`config.mk`:
```
export PLATFORM = sky130hd
export DESIGN_NAME = bird_physics_flat
export DESIGN_NICKNAME = d
export VERILOG_FILES = /design/src/rtl/bird_physics_pkg.sv /design/src/rtl/bird_physics_if.sv /design/src/rtl/flap_edge_detect.sv /design/src/rtl/bird_physics.sv /design/src/flat_wrapper.sv
export SDC_FILE = /design/constraint.sdc
export NUM_CORES = 1
export LEC_CHECK = 0
export ABC_AREA = 1
export CAP_MARGIN = 20
export CORE_MARGIN = 10
export CORE_UTILIZATION = 30
export CTS_BUF_LIST = sky130_fd_sc_hd__clkbuf_8
export CTS_CLUSTER_SIZE = 16
export DETAILED_ROUTE_END_ITERATION = 7
export PLACE_DENSITY = 0.49
export SLEW_MARGIN = 0
export SYNTH_ARGS = -nofsm -noshare
export SYNTH_HDL_FRONTEND = slang
export SYNTH_HIERARCHICAL = 1
export SYNTH_SLANG_ARGS = --single-unit
```
`constraint.sdc`:
```
create_clock -name clk -period 4.6 [get_ports clk]
set_input_delay 0.46 -clock clk [delete_from_list [all_inputs] [get_ports clk]]
set_output_delay 0.46 -clock clk [all_outputs]
set_load 0.02 [all_outputs]
```
`src/rtl/bird_physics_pkg.sv`:
```
// Shared game-level types and playfield constants for the bird datapath and its neighbours.
package bird_physics_pkg;

  typedef enum logic [1:0] {
    IDLE = 2'd0,
    PLAY = 2'd1,
    OVER = 2'd2
  } state_t;

  localparam int unsigned ScreenWidth  = 640;
  localparam int unsigned ScreenHeight = 480;
  localparam int unsigned BirdHeight   = 20;
  localparam int unsigned StartY       = 240;
  localparam int unsigned Gravity      = 1;
  localparam int unsigned FlapVel      = 8;
  localparam int unsigned MaxFall      = 10;
  localparam int unsigned VelWidth     = 6;

endpackage

```
`src/rtl/bird_physics_if.sv`:
```
// Control inputs and position outputs of the bird physics block.
interface bird_physics_if #(
  parameter int unsigned VW = 6
);
  import bird_physics_pkg::*;

  logic                 frame_tick;
  logic                 flap_button;
  state_t               game_state;
  logic [9:0]           bird_y;
  logic signed [VW-1:0] bird_vy;
  logic                 hit_floor;
  logic                 hit_ceiling;

  modport master (
    output frame_tick, flap_button, game_state,
    input  bird_y, bird_vy, hit_floor, hit_ceiling
  );

  modport slave (
    input  frame_tick, flap_button, game_state,
    output bird_y, bird_vy, hit_floor, hit_ceiling
  );

endinterface

```
`src/rtl/flap_edge_detect.sv`:
```
// Rising-edge detector for the (already synchronous) flap button level.
module flap_edge_detect (
  input  logic clk,
  input  logic reset,
  input  logic level,
  output logic rise
);

  logic prev_q;

  always_ff @(posedge clk or negedge reset) begin
    if (!reset) begin
      prev_q <= 1'b0;
    end else begin
      prev_q <= level;
    end
  end

  assign rise = level & ~prev_q;

endmodule

```
`src/rtl/bird_physics.sv`:
```
// Per-frame gravity/flap integration of the bird's vertical position, clamped to the playfield.
module bird_physics
  import bird_physics_pkg::*;
#(
  parameter int unsigned SCREEN_HEIGHT = ScreenHeight,
  parameter int unsigned BIRD_HEIGHT   = BirdHeight,
  parameter int unsigned START_Y       = StartY,
  parameter int unsigned GRAVITY       = Gravity,
  parameter int unsigned FLAP_VEL      = FlapVel,
  parameter int unsigned MAX_FALL      = MaxFall,
  parameter int unsigned VW            = VelWidth
) (
  input logic            clk,
  input logic            reset,
  bird_physics_if.slave  bus
);

  localparam logic signed [VW:0]   GravS    = (VW+1)'(GRAVITY);
  localparam logic signed [VW:0]   MaxFallS = (VW+1)'(MAX_FALL);
  localparam logic signed [VW-1:0] FlapS    = VW'(FLAP_VEL);
  localparam logic signed [11:0]   FloorS   = 12'(SCREEN_HEIGHT - BIRD_HEIGHT);

  logic                 flap_rise;
  logic                 flap;
  logic                 flap_pending_q, flap_pending_d;
  logic [9:0]           y_q, y_d;
  logic signed [VW-1:0] vy_q, vy_d;
  logic                 hit_floor_q, hit_floor_d;
  logic                 hit_ceiling_q, hit_ceiling_d;

  logic signed [VW:0]   vy_ext, vy_inc;
  logic signed [VW-1:0] vy_fall, vy_n;
  logic signed [11:0]   y_ext, vy_12, y_n;

  flap_edge_detect u_flap_edge (
    .clk   (clk),
    .reset (reset),
    .level (bus.flap_button),
    .rise  (flap_rise)
  );

  // An edge in the tick cycle itself counts for that tick.
  assign flap = flap_pending_q | flap_rise;

  always_comb begin
    vy_ext  = {vy_q[VW-1], vy_q};
    vy_inc  = vy_ext + GravS;
    vy_fall = (vy_inc > MaxFallS) ? MaxFallS[VW-1:0] : vy_inc[VW-1:0];
    vy_n    = flap ? -FlapS : vy_fall;
    y_ext   = {2'b00, y_q};
    vy_12   = 12'(vy_n);
    y_n     = y_ext + vy_12;
  end

  always_comb begin
    y_d            = y_q;
    vy_d           = vy_q;
    hit_floor_d    = 1'b0;
    hit_ceiling_d  = 1'b0;
    flap_pending_d = 1'b0;
    unique case (bus.game_state)
      IDLE: begin
        y_d  = 10'(START_Y);
        vy_d = '0;
      end
      PLAY: begin
        if (bus.frame_tick) begin
          if (y_n < 12'sd0) begin
            y_d           = '0;
            vy_d          = '0;
            hit_ceiling_d = 1'b1;
          end else if (y_n > FloorS) begin
            y_d         = FloorS[9:0];
            vy_d        = '0;
            hit_floor_d = 1'b1;
          end else begin
            y_d  = y_n[9:0];
            vy_d = vy_n;
          end
        end else begin
          flap_pending_d = flap;
        end
      end
      // OVER and the unused encoding freeze the bird.
      default: ;
    endcase
  end

  always_ff @(posedge clk or negedge reset) begin
    if (!reset) begin
      y_q            <= 10'(START_Y);
      vy_q           <= '0;
      hit_floor_q    <= 1'b0;
      hit_ceiling_q  <= 1'b0;
      flap_pending_q <= 1'b0;
    end else begin
      y_q            <= y_d;
      vy_q           <= vy_d;
      hit_floor_q    <= hit_floor_d;
      hit_ceiling_q  <= hit_ceiling_d;
      flap_pending_q <= flap_pending_d;
    end
  end

  assign bus.bird_y      = y_q;
  assign bus.bird_vy     = vy_q;
  assign bus.hit_floor   = hit_floor_q;
  assign bus.hit_ceiling = hit_ceiling_q;

endmodule
```
`src/flat_wrapper.sv`:
```
// flat-port wrapper written by rule: the top's interface ports become plain ports
module bird_physics_flat import bird_physics_pkg::*;
#(
  parameter int unsigned SCREEN_HEIGHT = ScreenHeight,
  parameter int unsigned BIRD_HEIGHT   = BirdHeight,
  parameter int unsigned START_Y       = StartY,
  parameter int unsigned GRAVITY       = Gravity,
  parameter int unsigned FLAP_VEL      = FlapVel,
  parameter int unsigned MAX_FALL      = MaxFall,
  parameter int unsigned VW            = VelWidth
)
  (clk, reset, bus_frame_tick, bus_flap_button, bus_game_state, bus_bird_y, bus_bird_vy, bus_hit_floor, bus_hit_ceiling);
  bird_physics_if #(.VW(VW)) bus_i ();
  input logic clk;
  input logic reset;
  input wire logic [$bits(bus_i.frame_tick)-1:0] bus_frame_tick;
  input wire logic [$bits(bus_i.flap_button)-1:0] bus_flap_button;
  input wire logic [$bits(bus_i.game_state)-1:0] bus_game_state;
  output wire logic [$bits(bus_i.bird_y)-1:0] bus_bird_y;
  output wire logic [$bits(bus_i.bird_vy)-1:0] bus_bird_vy;
  output wire logic [$bits(bus_i.hit_floor)-1:0] bus_hit_floor;
  output wire logic [$bits(bus_i.hit_ceiling)-1:0] bus_hit_ceiling;
  assign bus_i.frame_tick = bus_frame_tick;
  assign bus_i.flap_button = bus_flap_button;
  assign bus_i.game_state = bus_game_state;
  assign bus_bird_y = bus_i.bird_y;
  assign bus_bird_vy = bus_i.bird_vy;
  assign bus_hit_floor = bus_i.hit_floor;
  assign bus_hit_ceiling = bus_i.hit_ceiling;
  bird_physics #(.SCREEN_HEIGHT(SCREEN_HEIGHT), .BIRD_HEIGHT(BIRD_HEIGHT), .START_Y(START_Y), .GRAVITY(GRAVITY), .FLAP_VEL(FLAP_VEL), .MAX_FALL(MAX_FALL), .VW(VW)) u_core (.clk(clk), .reset(reset), .bus(bus_i));
endmodule
```
==> impl_metrics.py, run 1 <==
metrics = {
    "die": {
        "dieArea_um2": 9080,
        "initial_core_util": 0.309,
        "ios": 24,
        "num_rows": 27,
        "die_y_um": 95.3,
        "fp.dieW_um": 95.3,
        "core_area_um2": 5510,
    },
    "timing": {
        "rsz0062_at_grt": "no",
        "setup_viol": 0,
        "tns_ns": 0,
        "worst_slew_pin_slew_ns": 0.913,
        "relSlewSlack": 0.390,
        "fin_crit_sh": 0.763,
        "hold_viol": 0,
        "report.final.slew_viol_count": 0,
        "fin_worst_skew_ns": 0.00192,
        "max_freq_mhz": 285,
        "period_minus_slack_ns": 3.51,
    },
    "logic_synthesis": {
        "yosys_warnings": 6,
        "yosysMostFrequentCell": "nand2_1",
        "syn_inst": 252,
        "yosys.area_share.xor_xnor": 0.0353,
        "yosysSeqAreaShare": 0.297,
        "synth_mux_area_frac": 0,
        "synth-simple-area-share": 0.386,
        "async_reset_ff_frac": 1.00,
        "synth_fp_nets": 272,
        "synth_flop_cell": "dfrtp_1",
        "synth_commonest_cells": "81 x nand2_1, 41 x inv_1, 22 x nand3_1, 21 x nor2_1, 16 x dfrtp_1",
        "synth_cell_types": 30,
        "synth_area_um2": 1700,
        "synth_largest_area_cell": "dfrtp_1",
        "ys_top_cells_by_area": "dfrtp_1 24%, nand2_1 18%, ha_1 9.6%",
        "synth_compound_area_frac": 0.0772,
        "synth-seq-cells": 20,
        "syn_avg_cell_area_um2": 6.75,
        "synth_fa_ha_area_frac": 0.107,
        "synth_top_family_by_area": "simple AND/OR/NAND/NOR gates",
        "synth-edff-count": 0,
        "synth_top_area_share": 0.235,
    },
    "grt": {
        "antenna_found_initial": 0,
        "grt_pass1_wl_mm": 7.31,
        "grt_start_max_net_pins": 21,
        "grt_overflow_total": 0,
        "grt_pass1_vias": 1551,
        "grt_usage": 0.0991,
    },
    "clock_tree": {
        "hold_buffers": 0,
        "clock_sinks": 20,
        "cts_resized": 0,
        "post_cts_buffers": 0,
        "clk_pin_slew_ns": 0.08,
        "cts_root_buffer": "clkbuf_8",
        "cts_made_buffers": 3,
        "clk_latency_ns": 0.25,
        "cts_max_level": 1,
        "cts_buffer_depth": 2,
        "cts_tree": "built",
    },
    "placed_design": {
        "dp_hpwl_mm": 3.65,
        "place.port_buffers": 23,
        "routabilityCongestion": 0.841,
    },
    "flow_run": {
        "cap_violations": 0,
    },
    "pwr": {
        "swShare": 0.396,
        "power_frac_seq": 0.340,
        "p_int_w": 0.000380,
        "powerDensity_nw_per_um2": 303,
        "switchingPower_w": 0.000249,
        "combPwrFrac": 0.447,
        "p_total_w": 0.000630,
        "p_leak_nw": 1.07,
        "clkPwrFrac": 0.213,
        "ir_drop_mv": 0.0985,
    },
    "route": {
        "routed_wl_mm": 4.34,
        "vias": 1607,
        "firstDrtPassIters": 4,
        "vias_per_cell": 4.58,
        "wl_per_cell_um": 12.4,
        "ant_nets": 0,
        "drc": 0,
        "drt_iter0_markers": 64,
    },
    "cells_and_area": {
        "syn2layout_area_growth_pct": 22.1,
        "diodes": 0,
        "drive_gt1_frac": 0.0789,
        "finalNetCount": 300,
    },
    "setup_path": {
        "start_kind": "flip-flop",
        "worst_ep_required_time_ns": 4.77,
        "cp-end-kind": "flip-flop",
        "cp_max_fo": 7,
        "arrival_ns": 3.68,
        "path_class": "flip-flop to flip-flop",
        "reg2reg_depth": 22,
    },
    "worst_hold_path": {
        "hold_class": "flip-flop to flip-flop",
        "hold_depth": 2,
    },
    "run_status": {
        "status": "completed",
    },
}
power by group through the flow:
stage          Clock (W)  Combinational [W]  Sequential [W]
5_1_grt         0.000144           0.000317        0.000217
4_1_cts         0.000137           0.000284        0.000215
3_5_place_dp           0           0.000283        0.000218
2_1_floorplan          0           0.000178        0.000232
3_3_place_gp           0           0.000284        0.000218
6_report        0.000134           0.000281        0.000214
worst paths after layout:
path,start,endpoint,slack [ns]
setup / recovery,u_core/bus.bird_vy[0],u_core/bus.bird_vy[3],1.09
hold / removal,u_core/bus.bird_y[7],u_core/bus.bird_y[7],0.49
setup reg to reg,u_core/bus.bird_vy[0],u_core/bus.bird_vy[3],1.09
hold reg to reg,u_core/bus.bird_y[7],u_core/bus.bird_y[7],0.49
max in group asynchronous,reset,u_core/bus.bird_vy[4],3.33
min in group asynchronous,reset,u_core/bus.bird_y[1],0.71
critical path, cell delays in order, from the launching register on:
cell and delay, ns:
dfrtp_1 0.46, ha_1 0.27, xnor2_1 0.17, o21ai_0 0.11
nand3_1 0.07, o21ai_0 0.07, o21ai_0 0.26, nand2_1 0.11
nor2_1 0.19, ha_1 0.29, fa_1 0.29, nand3_1 0.09
nand3_1 0.12, nand2_1 0.09, nand2_1 0.07, nand2_1 0.05
nand2_1 0.09, nor2_1 0.05, nand3_1 0.12, nand3_4 0.12
nor2_4 0.19, nand2_1 0.07, o21ai_0 0.08
state kept, by name, indices dropped and copies added, names as in the netlist:
register	flops
u_core/bus.bird_y	10
u_core/bus.hit_floor	1
u_core/bus.hit_ceiling	1
u_core/u_flap_edge/prev_q	1
u_core/bus.bird_vy	6
u_core/flap_pending_q	1
cells in the final DEF, fill, tap and decap left out, drive strengths merged:
cell type,count
dfstp,4
o21bai,1
dfrtp,16
nand3b,1
o21ai,13
a31oi,1
o211ai,1
clkbuf,4
clkdlybuf4s50,23
nor3,1
inv,42
nand4,6
clkinv,2
fa,1
a21boi,1
a21oi,6
or2,1
xor2,2
nand2,84
nor2,26
o21a,1
ha,13
xnor2,4
nand3,25
area by class of cell:
type	count	area, um^2
multi-input cells	188	1030
flip-flops and latches	20	505
clock buffers	4	55.1
fillers	595	3430
repair buffers	23	230
well taps	72	90.1
inverters	44	165
logic make-up after synthesis:
kind of cell | after synthesis
simple gates | 144
flops | 20
fa+ha+maj | 14
buf+inv | 44
xor+xnor | 6
compound gates | 24
per-stage QoR:
step,worst slack (ns),hold WS [ns],area (um^2),util,instances
floorplan,1.45,0.164,1700,-,252
global placement,1.05,0.479,2020,0.367,347
detailed placement,1.06,0.481,2020,0.367,347
CTS,1.08,0.492,2080,0.377,351
global route,0.579,0.546,2080,0.377,351
finish,1.09,0.489,2080,0.377,351
per-layer routing:
layer,track usage,routed length [um],vias to the layer above
met2,0.166,2030,19
met5,0,0,-
met3,0.0102,174,2
met1,0.128,2090,737
met4,0.0374,47,0
li1,-,-,849
No activity file was read; power rests on OpenSTA's default activity.
==> run 2, diff against run 1 <==
==> constraint.sdc (replaced) <==
create_clock -name clk -period 3.55 [get_ports clk]
set_input_delay 0.355 -clock clk [delete_from_list [all_inputs] [get_ports clk]]
set_output_delay 0.355 -clock clk [all_outputs]
set_load 0.02 [all_outputs]
==> run 2 against run 1 <==
  * Total power up 33%
  * Combinational power increased by 43%
  * Register-to-register slack got worse by 0.83 ns
  * Highest routed layer unchanged
  * Clock skew increased by 0.011 ns
  * Worst hold slack worse by 0.0018 ns
  * Maximum frequency increased by 6.6%
  * Design area rose by 6.4%
==> impl_metrics.py, run 2 (synthesized netlist as in run 1, its figures left out) <==
metrics = {
    "grt": {
        "grt_pass1_vias": 1595,
        "grt_pass1_wl_mm": 7.73,
        "grt_usage": 0.106,
        "antenna_found_initial": 0,
        "grt_overflow_total": 0,
        "grt_start_max_net_pins": 21,
    },
    "cells_and_area": {
        "final_common_cell": "nand2_1",
        "diodes": 0,
        "fin_cells": 358,
        "fillers": 574,
        "drive_gt1_frac": 0.154,
        "syn2layout_area_growth_pct": 29.9,
        "finalNetCount": 307,
        "mostFrequentLayoutCells": "79 x nand2_1, 42 x inv_1, 23 x clkdlybuf4s50_1, 19 x nor2_1, 19 x nand3_1",
        "largest_reg_flops": 10,
    },
    "placed_design": {
        "pre_cts_slack_ns": 0.109,
        "place.port_buffers": 23,
        "routabilityCongestion": 0.871,
        "dpl.cell_count": 351,
        "dp_hpwl_mm": 3.78,
    },
    "clock_tree": {
        "cts_buffer_depth": 2,
        "cts_max_level": 1,
        "clock_sinks": 20,
        "cts_root_buffer": "clkbuf_8",
        "clk_pin_slew_ns": 0.08,
        "cts_made_buffers": 3,
        "cts_tree": "built",
        "clk_latency_ns": 0.26,
    },
    "route": {
        "wl_per_cell_um": 12.8,
        "vias_per_cell": 4.61,
        "firstDrtPassIters": 4,
        "vias": 1651,
        "ant_nets": 0,
        "routed_wl_mm": 4.59,
        "drt_iter0_markers": 74,
        "drc": 0,
    },
    "die": {
        "num_rows": 27,
        "die_y_um": 95.3,
        "dieArea_um2": 9080,
        "ios": 24,
        "core_area_um2": 5510,
        "fp.dieW_um": 95.3,
        "initial_core_util": 0.309,
    },
    "setup_path": {
        "arrival_ns": 3.48,
        "path_class": "flip-flop to flip-flop",
        "critPathLaunch": "u_core/bus.bird_vy[1]",
        "cp-end-kind": "flip-flop",
        "reg2reg_depth": 19,
        "start_kind": "flip-flop",
        "cp_max_fo": 7,
        "timing.rr.start": "u_core/bus.bird_vy[1]",
        "worst_ep_required_time_ns": 3.73,
    },
    "timing": {
        "worst_slew_pin_slew_ns": 0.958,
        "period_minus_slack_ns": 3.29,
        "setup_viol": 0,
        "report.final.slew_viol_count": 0,
        "hold_viol": 0,
        "holdWs_ns": 0.487,
        "relSlewSlack": 0.359,
        "setup_ws_ns": 0.258,
        "max_freq_mhz": 304,
        "fin_worst_skew_ns": 0.0124,
        "fin_crit_sh": 0.927,
    },
    "pwr": {
        "clkPwrFrac": 0.185,
        "switchingPower_w": 0.000337,
        "swShare": 0.404,
        "power_frac_seq": 0.335,
        "p_leak_nw": 1.11,
        "powerDensity_nw_per_um2": 378,
        "p_int_w": 0.000498,
        "ir_drop_mv": 0.126,
        "combPwrFrac": 0.480,
    },
    "run_status": {
        "status": "completed",
    },
    "worst_hold_path": {
        "hold_depth": 2,
        "hold_class": "flip-flop to flip-flop",
        "min_from": "u_core/bus.bird_y[7]",
    },
    "flow_run": {
        "cap_violations": 0,
    },
}
[run 2: final cells by class]
type,instances,area [um^2],share of cell area
Inverter,44,165,0.0747
Tap cell,72,90.1,0.0407
Clock buffer,3,41.3,0.0187
Clock inverter,1,3.75,0.00170
Timing Repair Buffer,30,283,0.128
Multi-Input combinational cell,188,1120,0.507
Sequential cell,20,508,0.230
[run 2: path summary, 6_finish.rpt]
check,end,slack [ns]
min in group asynchronous,u_core/bus.bird_y[1],0.62
worst min-delay path,u_core/bus.bird_y[7],0.49
max in group asynchronous,u_core/bus.bird_vy[0],2.29
worst min register to register,u_core/bus.bird_y[7],0.49
worst max-delay path,u_core/bus.bird_vy[4],0.26
worst max register to register,u_core/bus.bird_vy[4],0.26
[run 2: repair_timing]
item | in CTS | in global routing
hold buffers | 0 | 0
hold endpoints to repair | 0 | 0
gates resized for setup | 0 | 24
buffers inserted | 0 | 3
setup endpoints to repair | 0 | 17
[run 2: power by group through the flow]
stage / logic, W / registers, W / clock network, W
floorplan: 0.000230 / 0.000301 / 0
global placement: 0.000383 / 0.000283 / 0
detailed placement: 0.000379 / 0.000282 / 0
CTS: 0.000379 / 0.000278 / 0.000157
global route: 0.000459 / 0.000284 / 0.000168
finish: 0.000401 / 0.000280 / 0.000154
[run 2: layer usage]
layer,routed length (um),GRT usage,vias to the layer above
li1,-,-,864
met1,2060,0.133,756
met2,2230,0.180,29
met3,258,0.0118,2
met4,47,0.0461,0
met5,0,0,-
[run 2: worst max-delay path, cell delays in order (launching register included)]
cell     delay [ns]
dfrtp_2        0.45
ha_2           0.21
xnor2_2        0.23
o21ai_1        0.10
nand3_1        0.07
o21ai_0        0.10
o21ai_2        0.22
nand2_2        0.12
nor2_4         0.14
ha_4           0.19
fa_2           0.44
nor2_1         0.13
nor2_1         0.06
nand3_1        0.08
nand3_1        0.09
nand3_2        0.12
nand3_4        0.10
nor2_4         0.21
nand2_1        0.07
o21ai_0        0.08
[run 2: metrics by stage]
stage,utilization,TNS (ns),power (W),instance area (um^2)
detailed placement,0.373,0,0.000661,2050
finish,0.402,0,0.000835,2210
global placement,0.373,0,0.000665,2050
global route,0.402,-0.00833,0.000911,2210
CTS,0.381,0,0.000814,2100
floorplan,-,0,0.000531,1700
==> run 3, diff against run 2 <==
--- a/config.mk
+++ b/config.mk
@@ -13,7 +13,8 @@
 export CTS_CLUSTER_SIZE = 16
 export DETAILED_ROUTE_END_ITERATION = 7
 export PLACE_DENSITY = 0.49
-export SLEW_MARGIN = 0
+export REMOVE_ABC_BUFFERS = 1
+export SLEW_MARGIN = 20
 export SYNTH_ARGS = -nofsm -noshare
 export SYNTH_HDL_FRONTEND = slang
 export SYNTH_HIERARCHICAL = 1
==> results of run 3 <==
Same layout as run 2: the final DEF is identical, and so are final timing and power.
